===== src/rtl/multicycle_sequencer.sv =====
// ---------------------------------------------------------------------------
// multicycle_sequencer
//
// Control FSM for the PC / instruction-register / memory register block.
// It walks each instruction through FETCH, DECODE, EXEC or MEM, and WB.
// Along the way it drives the write enables, memory strobes and address
// select, and it waits on a memory-ready handshake. It also counts retired
// instructions and raises a sticky error when a memory access times out.
//
// Ports
//   clk        in   1     system clock, rising edge
//   rst        in   1     asynchronous active-high reset
//   start      in   1     level; leaves IDLE and begins fetching at current PC
//   opcode     in   OPW   opcode field from IR, valid from DECODE onward
//   mem_ready  in   1     memory completes the current access this cycle
//   mem_re     out  1     memory read strobe
//   mem_we     out  1     memory write strobe
//   addr_sel   out  1     0 = address from PC, 1 = data address register
//   ir_we      out  1     instruction register load
//   pc_we      out  1     PC register load
//   pc_sel     out  1     0 = PC+4, 1 = jump target
//   reg_we     out  1     register-file write-back
//   state      out  3     current state encoding (debug)
//   retire     out  1     one-cycle pulse per completed instruction
//   icount     out  CNTW  retired-instruction count (wraps)
//   err        out  1     sticky memory-timeout flag
// ---------------------------------------------------------------------------
module multicycle_sequencer #(
    parameter int                 OPW      = 6,
    parameter logic [OPW-1:0]     OP_LOAD  = 6'h23,
    parameter logic [OPW-1:0]     OP_STORE = 6'h2B,
    parameter logic [OPW-1:0]     OP_JUMP  = 6'h02,
    parameter logic [OPW-1:0]     OP_HALT  = 6'h3F,
    parameter int                 TIMEOUT  = 15,
    parameter int                 CNTW     = 16
) (
    input  logic            clk,
    input  logic            rst,
    input  logic            start,
    input  logic [OPW-1:0]  opcode,
    input  logic            mem_ready,
    output logic            mem_re,
    output logic            mem_we,
    output logic            addr_sel,
    output logic            ir_we,
    output logic            pc_we,
    output logic            pc_sel,
    output logic            reg_we,
    output logic [2:0]      state,
    output logic            retire,
    output logic [CNTW-1:0] icount,
    output logic            err
);

    typedef enum logic [2:0] {
        S_IDLE   = 3'd0,
        S_FETCH  = 3'd1,
        S_DECODE = 3'd2,
        S_EXEC   = 3'd3,
        S_MEM    = 3'd4,
        S_WB     = 3'd5,
        S_HALTED = 3'd6,
        S_ERROR  = 3'd7
    } state_t;

    localparam logic [7:0]      TIMEOUT_W = 8'(TIMEOUT);
    localparam logic [CNTW-1:0] CNT_ONE   = {{(CNTW-1){1'b0}}, 1'b1};

    state_t          state_r;
    state_t          state_nxt_s;
    logic [7:0]      wait_r;
    logic [7:0]      wait_nxt_s;
    logic            wait_inc_s;
    logic [CNTW-1:0] icount_r;
    logic            err_r;

    logic            is_load_s;
    logic            is_store_s;
    logic            is_jump_s;
    logic            is_halt_s;
    logic            timed_out_s;

    assign is_load_s  = (opcode == OP_LOAD);
    assign is_store_s = (opcode == OP_STORE);
    assign is_jump_s  = (opcode == OP_JUMP);
    assign is_halt_s  = (opcode == OP_HALT);

    // The wait counter has reached its limit; a further not-ready cycle is fatal.
    assign timed_out_s = (wait_r == TIMEOUT_W);

    // Next-state and strobe decode from state, opcode and mem_ready.
    always_comb begin
        state_nxt_s = state_r;
        wait_inc_s  = 1'b0;
        mem_re      = 1'b0;
        mem_we      = 1'b0;
        addr_sel    = 1'b0;
        ir_we       = 1'b0;
        pc_we       = 1'b0;
        pc_sel      = 1'b0;
        reg_we      = 1'b0;
        retire      = 1'b0;

        case (state_r)
            S_IDLE: begin
                if (start) begin
                    state_nxt_s = S_FETCH;
                end else begin
                    state_nxt_s = S_IDLE;
                end
            end

            S_FETCH: begin
                addr_sel = 1'b0;
                if (mem_ready) begin
                    // A ready on the limit cycle still completes the fetch.
                    mem_re      = 1'b1;
                    ir_we       = 1'b1;
                    pc_we       = 1'b1;
                    pc_sel      = 1'b0;
                    state_nxt_s = S_DECODE;
                end else if (timed_out_s) begin
                    // Give up: strobe is withheld on the abandoning cycle.
                    state_nxt_s = S_ERROR;
                end else begin
                    mem_re     = 1'b1;
                    wait_inc_s = 1'b1;
                end
            end

            S_DECODE: begin
                if (is_halt_s) begin
                    retire      = 1'b1;
                    state_nxt_s = S_HALTED;
                end else if (is_jump_s) begin
                    pc_we       = 1'b1;
                    pc_sel      = 1'b1;
                    retire      = 1'b1;
                    state_nxt_s = S_FETCH;
                end else if (is_load_s || is_store_s) begin
                    state_nxt_s = S_MEM;
                end else begin
                    state_nxt_s = S_EXEC;
                end
            end

            S_EXEC: begin
                state_nxt_s = S_WB;
            end

            S_MEM: begin
                addr_sel = 1'b1;
                if (mem_ready) begin
                    if (is_load_s) begin
                        mem_re      = 1'b1;
                        state_nxt_s = S_WB;
                    end else begin
                        // Store completes here; nothing to write back.
                        mem_we      = 1'b1;
                        retire      = 1'b1;
                        state_nxt_s = S_FETCH;
                    end
                end else if (timed_out_s) begin
                    state_nxt_s = S_ERROR;
                end else begin
                    if (is_load_s) begin
                        mem_re = 1'b1;
                    end else begin
                        mem_we = 1'b1;
                    end
                    wait_inc_s = 1'b1;
                end
            end

            S_WB: begin
                reg_we      = 1'b1;
                retire      = 1'b1;
                state_nxt_s = S_FETCH;
            end

            S_HALTED: begin
                state_nxt_s = S_HALTED;
            end

            S_ERROR: begin
                state_nxt_s = S_ERROR;
            end

            default: begin
                state_nxt_s = S_ERROR;
            end
        endcase
    end

    // Wait counter next value: cleared on any state change.
    always_comb begin
        wait_nxt_s = wait_r;
        if (state_nxt_s != state_r) begin
            wait_nxt_s = 8'd0;
        end else if (wait_inc_s) begin
            wait_nxt_s = wait_r + 8'd1;
        end else begin
            wait_nxt_s = wait_r;
        end
    end

    // State and wait-counter registers.
    always_ff @(posedge clk or posedge rst) begin
        if (rst) begin
            state_r <= S_IDLE;
            wait_r  <= 8'd0;
        end else begin
            state_r <= state_nxt_s;
            wait_r  <= wait_nxt_s;
        end
    end

    // Retired-instruction counter; wraps naturally at all-ones.
    always_ff @(posedge clk or posedge rst) begin
        if (rst) begin
            icount_r <= {CNTW{1'b0}};
        end else if (retire) begin
            icount_r <= icount_r + CNT_ONE;
        end else begin
            icount_r <= icount_r;
        end
    end

    // Sticky timeout flag, set on entry to ERROR.
    always_ff @(posedge clk or posedge rst) begin
        if (rst) begin
            err_r <= 1'b0;
        end else if (state_nxt_s == S_ERROR) begin
            err_r <= 1'b1;
        end else begin
            err_r <= err_r;
        end
    end

    assign state  = state_r;
    assign icount = icount_r;
    assign err    = err_r;

endmodule


===== config.mk =====
export PLATFORM = sky130hd
export DESIGN_NAME = multicycle_sequencer
export DESIGN_NICKNAME = d
export VERILOG_FILES = /design/src/rtl/multicycle_sequencer.sv
export SDC_FILE = /design/constraint.sdc
export NUM_CORES = 1
export LEC_CHECK = 0
export CAP_MARGIN = 20
export CORE_ASPECT_RATIO = 1.25
export CORE_MARGIN = 2
export CORE_UTILIZATION = 36
export CTS_CLUSTER_DIAMETER = 120
export DETAILED_ROUTE_END_ITERATION = 16
export DONT_BUFFER_PORTS = 1
export GPL_ROUTABILITY_DRIVEN = 0
export SLEW_MARGIN = 40
export SYNTH_ARGS = -nofsm -noshare
export SYNTH_HDL_FRONTEND = slang
export SYNTH_SLANG_ARGS = --single-unit

===== constraint.sdc =====
create_clock -name clk -period 1.8 [get_ports clk]
set_input_delay 0.36 -clock clk [delete_from_list [all_inputs] [get_ports clk]]
set_output_delay 0.36 -clock clk [all_outputs]
set_load 0.02 [all_outputs]

* Word-level counts from Yosys, hierarchy flattened
Index checks and enable logic that the tools add are counted.
** Operators by class
- Add/sub/neg operators :: 2
- Equality and inequality tests :: 14
- Mux-type cells :: 34
- Reduce and logical (&&, ||, !) cells :: 4
** Operator list (count)
- case mux 3 bit (8 select lines) :: 1
- two-way mux 1 bit :: 21
- two-way mux 3 bit :: 7
- == test 6 bit, second input constant :: 3
- adder 16 x 1 -> 16 bit, second input constant :: 1
- two-way mux 8 bit :: 2
- == test 3 bit, second input constant :: 5
- adder 8 x 1 -> 8 bit, second input constant :: 1
- == test 8 x 4 -> 1 bit, second input constant :: 1
- == test 3 x 2 -> 1 bit, second input constant :: 2
- == test 6 x 2 -> 1 bit, second input constant :: 1
- case mux 1 bit (2 select lines) :: 2
- == test 3 x 1 -> 1 bit, second input constant :: 1
- zero test 3 bit :: 1
- inequality test 3 bit :: 1
- case mux 1 bit (3 select lines) :: 1
- nonzero test 2 bit :: 1
- OR reduction 2 bit :: 1
- logical OR 1 bit :: 1
** Word-level totals
- Bits in registers :: 28

* Longest topological paths before layout
- Depth after elaboration :: 8
- Gate-level depth with buffers :: 7

* Least setup slack after synthesis
OpenSTA, ideal clock, no wires.
- Path type :: reg-to-output
- From :: register state_r[1], in the netlist state[1]
- To :: output port pc_we
- Arrival time :: 1.921 ns
- Data required time :: 1.440 ns
- Slack :: -0.481 ns
- Cell stages (with the launch flop) :: 6
- Cell sequence :: dfrtp_1 > buf_2 > and2b_1 > nand3_1 > nor4_1 > or2_2
** Between the ends
- Cells in the longest elaborated chain, start to end :: 2
** RTL lines
- start, declared :: RTL line 69 : state_t state_r;
- start signal, assigned :: RTL line 213 : state_r <= state_nxt_s;
- == test 3 x 2 -> 1 bit / == test 3 x 1 -> 1 bit (equally long branches) :: RTL line 104 : case (state_r)
- case mux 1 bit (2 select lines) (*) :: RTL line 104
- end, declared :: RTL line 46 : output logic pc_we,
Mark *: on every way between the ends. The rest lies on a longest branch, timed or not.

* Worst setup path in the final report
- From :: register wait_r[5]
- To :: output port mem_re
** Between the ends
- Cells in the longest elaborated chain, start to end :: 4
** RTL lines
- start, declared :: RTL line 71 : logic [7:0] wait_r;
- start signal, assigned :: RTL line 214 : wait_r <= wait_nxt_s;
- == test 8 x 4 -> 1 bit (*) :: RTL line 89 : assign timed_out_s = (wait_r == TIMEOUT_W);
- two-way mux 1 bit, on equally long branches :: RTL line 163, 122
- two-way mux 1 bit, on equally long branches :: RTL line 153, 115
- case mux 1 bit (2 select lines) (*) :: RTL line 104
- end, declared :: RTL line 42 : output logic mem_re,
Marks and branches as above.

==> results_tabular.tex <==
\begin{tabular}{lr}
\hline
Metric & Value \\
\hline
\multicolumn{2}{l}{\textbf{Logic synthesis}} \\
Proportion of synthesized chip area in sequential cells & between 40\% and 50\% \\
Synthesized area per cell & 10.1 sq um \\
Async set or reset register ratio after synthesis & 100\% \\
Syn\_nets & 182 \\
Post-synth EDFFs & 0 \\
Synth Warn \# & 0 \\
Main flop type after synthesis & dfrtp\_1 \\
Post-synth cell types & 52 \\
Yosys reg bits & 28 \\
Gate count after technology mapping & 170 \\
Post-synthesis instance area & $\sim$1700 sq um \\
\multicolumn{2}{l}{\textbf{Timing}} \\
Worst hold-check slack & 26.6 ps \\
Min cycle time layout & just over 2000 ps \\
Setup violation total in the final timing report & 15 \\
Worst Clk Skew & 1.97 ps \\
Final period util & 113\% \\
Fmax & 491 MHz \\
Hold Violations, Final & 0 \\
Worst Tran Pin Value & 472 ps \\
Unrepaired setup endpoints after global routing & yes \\
Max Slew Vio Count & 0 \\
Crit path setup slack, layout & -237 ps \\
Tightest slew margin relative to the limit & 68.3\% \\
\multicolumn{2}{l}{\textbf{Place}} \\
Placed insts & 256 \\
Cell area after placement & 2070 sq um \\
Number of buffers inserted by port buffering & 0 \\
HPWL after detailed placement & 3090 um \\
\multicolumn{2}{l}{\textbf{Clock network}} \\
Root Driver & clkbuf\_8 \\
Maximum buffer depth of the clock tree & 2 \\
Number of H-tree levels & 1 \\
Clk sink count & 28 \\
Clock buffers created by TritonCTS & 3 \\
Clock tree from TritonCTS & yes \\
Clock slew seen by the registers of the worst setup and hold paths & 90 ps \\
Clock Latency Late Sink & around 270 ps \\
\multicolumn{2}{l}{\textbf{Global route}} \\
Final global-route overflow total & 0 \\
Initial antenna violation count & 0 \\
Vias in the first global route & 1560 \\
Wire length of the first global-routing pass & 7010 um \\
Largest net degree at the start of global routing & 29 \\
Overall track demand over capacity in global routing & 16.8\% \\
\multicolumn{2}{l}{\textbf{Critical path}} \\
Critical path data arrival time & 1680 ps \\
Crit path max fanout & 4 \\
Element type at the critical path start & register \\
Data required time at the worst endpoint & 1440 ps \\
Worst setup path category & register to output port \\
Kind of end point of the critical path & output port \\
\multicolumn{2}{l}{\textbf{Die}} \\
Area of the die & 5330 sq um \\
Starting Density & 36.8\% \\
Area inside the core boundary & $\sim$4700 sq um \\
Core Rows & 28 \\
Die Span Y & 81.2 um \\
I/O pin total & 38 \\
Die span in x & around 66 um \\
\multicolumn{2}{l}{\textbf{Routing}} \\
Met2 wire length & 2360 um \\
DRT Pass-1 Iters & 4 \\
Met1 Wirelength & 1780 um \\
Detailed-route via count & 1511 \\
Final ANT Viol Nets & 0 \\
Post-detailed-routing wire length & 4460 um \\
\# DRC & 0 \\
Detailed Route Iter0 Violations & 79 \\
Wire per inst & 16.2 um \\
Vias/cell & 5.47 \\
Highest routed metal layer & met4 \\
Length of routed met3 wiring & 240 um \\
\multicolumn{2}{l}{\textbf{Final layout}} \\
Nets & between 200 and 250 \\
Cell area after layout & 2380 sq um \\
Diodes inserted & 0 \\
Fraction of layout cells with a size suffix above 1 & 41.2\% \\
Relative area change from synthesis to final layout & 39.1\% \\
Non-Filler Instances & 276 \\
\multicolumn{2}{l}{\textbf{Worst hold path}} \\
Path class of the lowest-slack min-delay path & input pin to async pin \\
\multicolumn{2}{l}{\textbf{Power}} \\
Leakage Power & around 1.0 nW \\
Power density cells & about 1400 nW/um\^{}2 \\
Worst-case vdd ir drop & slightly below 0.0009 V \\
\multicolumn{2}{l}{\textbf{Outcome}} \\
Violations in the final reports & setup timing \\
Status & finished with violations \\
\multicolumn{2}{l}{\textbf{Run}} \\
Max capacitance violation total & 0 \\
\hline
\end{tabular}
[worst max-delay path, stage by stage, from the launching register on]
cell and delay (ps):
dfrtp_1 400, or4_4 570, nor3_4 210, nor3b_2 70
buf_4 160
[layer usage]
metal	up-vias	track usage (%)
met1	745	19.6
met4	0	7.08
li1	710	-
met5	-	0
met3	8	2.91
met2	48	30.1
[sequential cells by signal, indices dropped and copies added (netlist names)]
name	count
wait_r	8
state	3
err	1
icount	16
[layout make-up]
cell class | count | area (sq um)
clock buffers | 3 | 41.3
clock inverters | 1 | 30.0
fillers | 422 | 2270
inverters | 5 | 18.8
multi-input cells | 129 | 1090
flip-flops and latches | 28 | 703
well taps | 60 | 75.1
repair buffers | 50 | 422
[through the flow]
stage / utilization [%] / total power, W / setup TNS (ps) / setup slack, ps
finish: 51.2 / 0.00326 / -1440 / -237
floorplan: - / 0.00191 / -84.1 / -84.1
global placement: 44.4 / 0.00233 / 0 / 16.5
global route: 51.2 / 0.00344 / -2600 / -284
CTS: 49.1 / 0.00309 / -2380 / -289
detailed placement: 44.4 / 0.00236 / -284 / -57.7
[synth_stat cells (3+ instances only)]
library cell	count	area (sq um)
xor2_1	3	26.3
nand2_1	5	18.8
o21ai_0	5	25.0
nor3b_1	3	22.5
nor3_1	16	80.1
dfrtp_1	28	701
nor2_1	9	33.8
buf_2	4	20.0
nand3_1	11	55.1
and3_1	7	43.8
nand4_1	7	43.8
xnor2_1	20	175
inv_1	5	18.8
[placed cells by master (no fill, tap or decap), types with 3 or more instances in the layout]
cell type  netlist  final
nor3_1          16     10
xnor2_1         20     19
inv_1            5      4
and3_1           7      7
clkbuf_8         0      3
nor2_1           9      9
buf_4            0     36
nand4_1          7      7
o21ai_0          5      4
nand3_1         11      9
nand2_1          5      5
nor3_2           1      5
dfrtp_1         28     26
buf_6            1     13
[final timing paths]
check                        endpoint  cells past startpoint        from  slack, ps
max                            mem_re                      4   wait_r[5]       -240
min                         wait_r[1]                      2         rst         30
max reg2reg                 wait_r[1]                      7   wait_r[5]       -110
min reg2reg                icount[15]                      1  icount[15]        600
max in group asynchronous    state[2]                      2         rst       1490
min in group clk             state[1]                      3   opcode[1]        390
[power breakdown]
group | switching, W | internal [W]
clock network | 0.000195 | 0.000298
logic | 0.000929 | 0.000867
registers | 0.000222 | 0.000744
[cells by family (layout without fill, tap and decap cells)]
| family | Yosys count | count (layout) | share of synthesized area [%] |
|---|---|---|---|
| AOI/OAI and AO/OA | 25 | 25 | 15.0 |
| xor gates and xnor gates | 23 | 23 | 11.8 |
| adders and majority gates | 2 | 2 | 1.46 |
| buffers and inverters | 13 | 59 | 3.65 |
| DFF | 28 | 28 | 40.9 |
| muxes | 2 | 2 | 1.24 |
| and+or+nand+nor | 77 | 77 | 26.1 |
[what timing repair did]
action,in CTS,in global routing
resized for setup,14,16
setup buffers,13,3
gates cloned,0,1
pin swaps,11,11
endpoints found under the setup margin,15,21
hold buffers,0,0
Power figures use the tool's default switching activity.
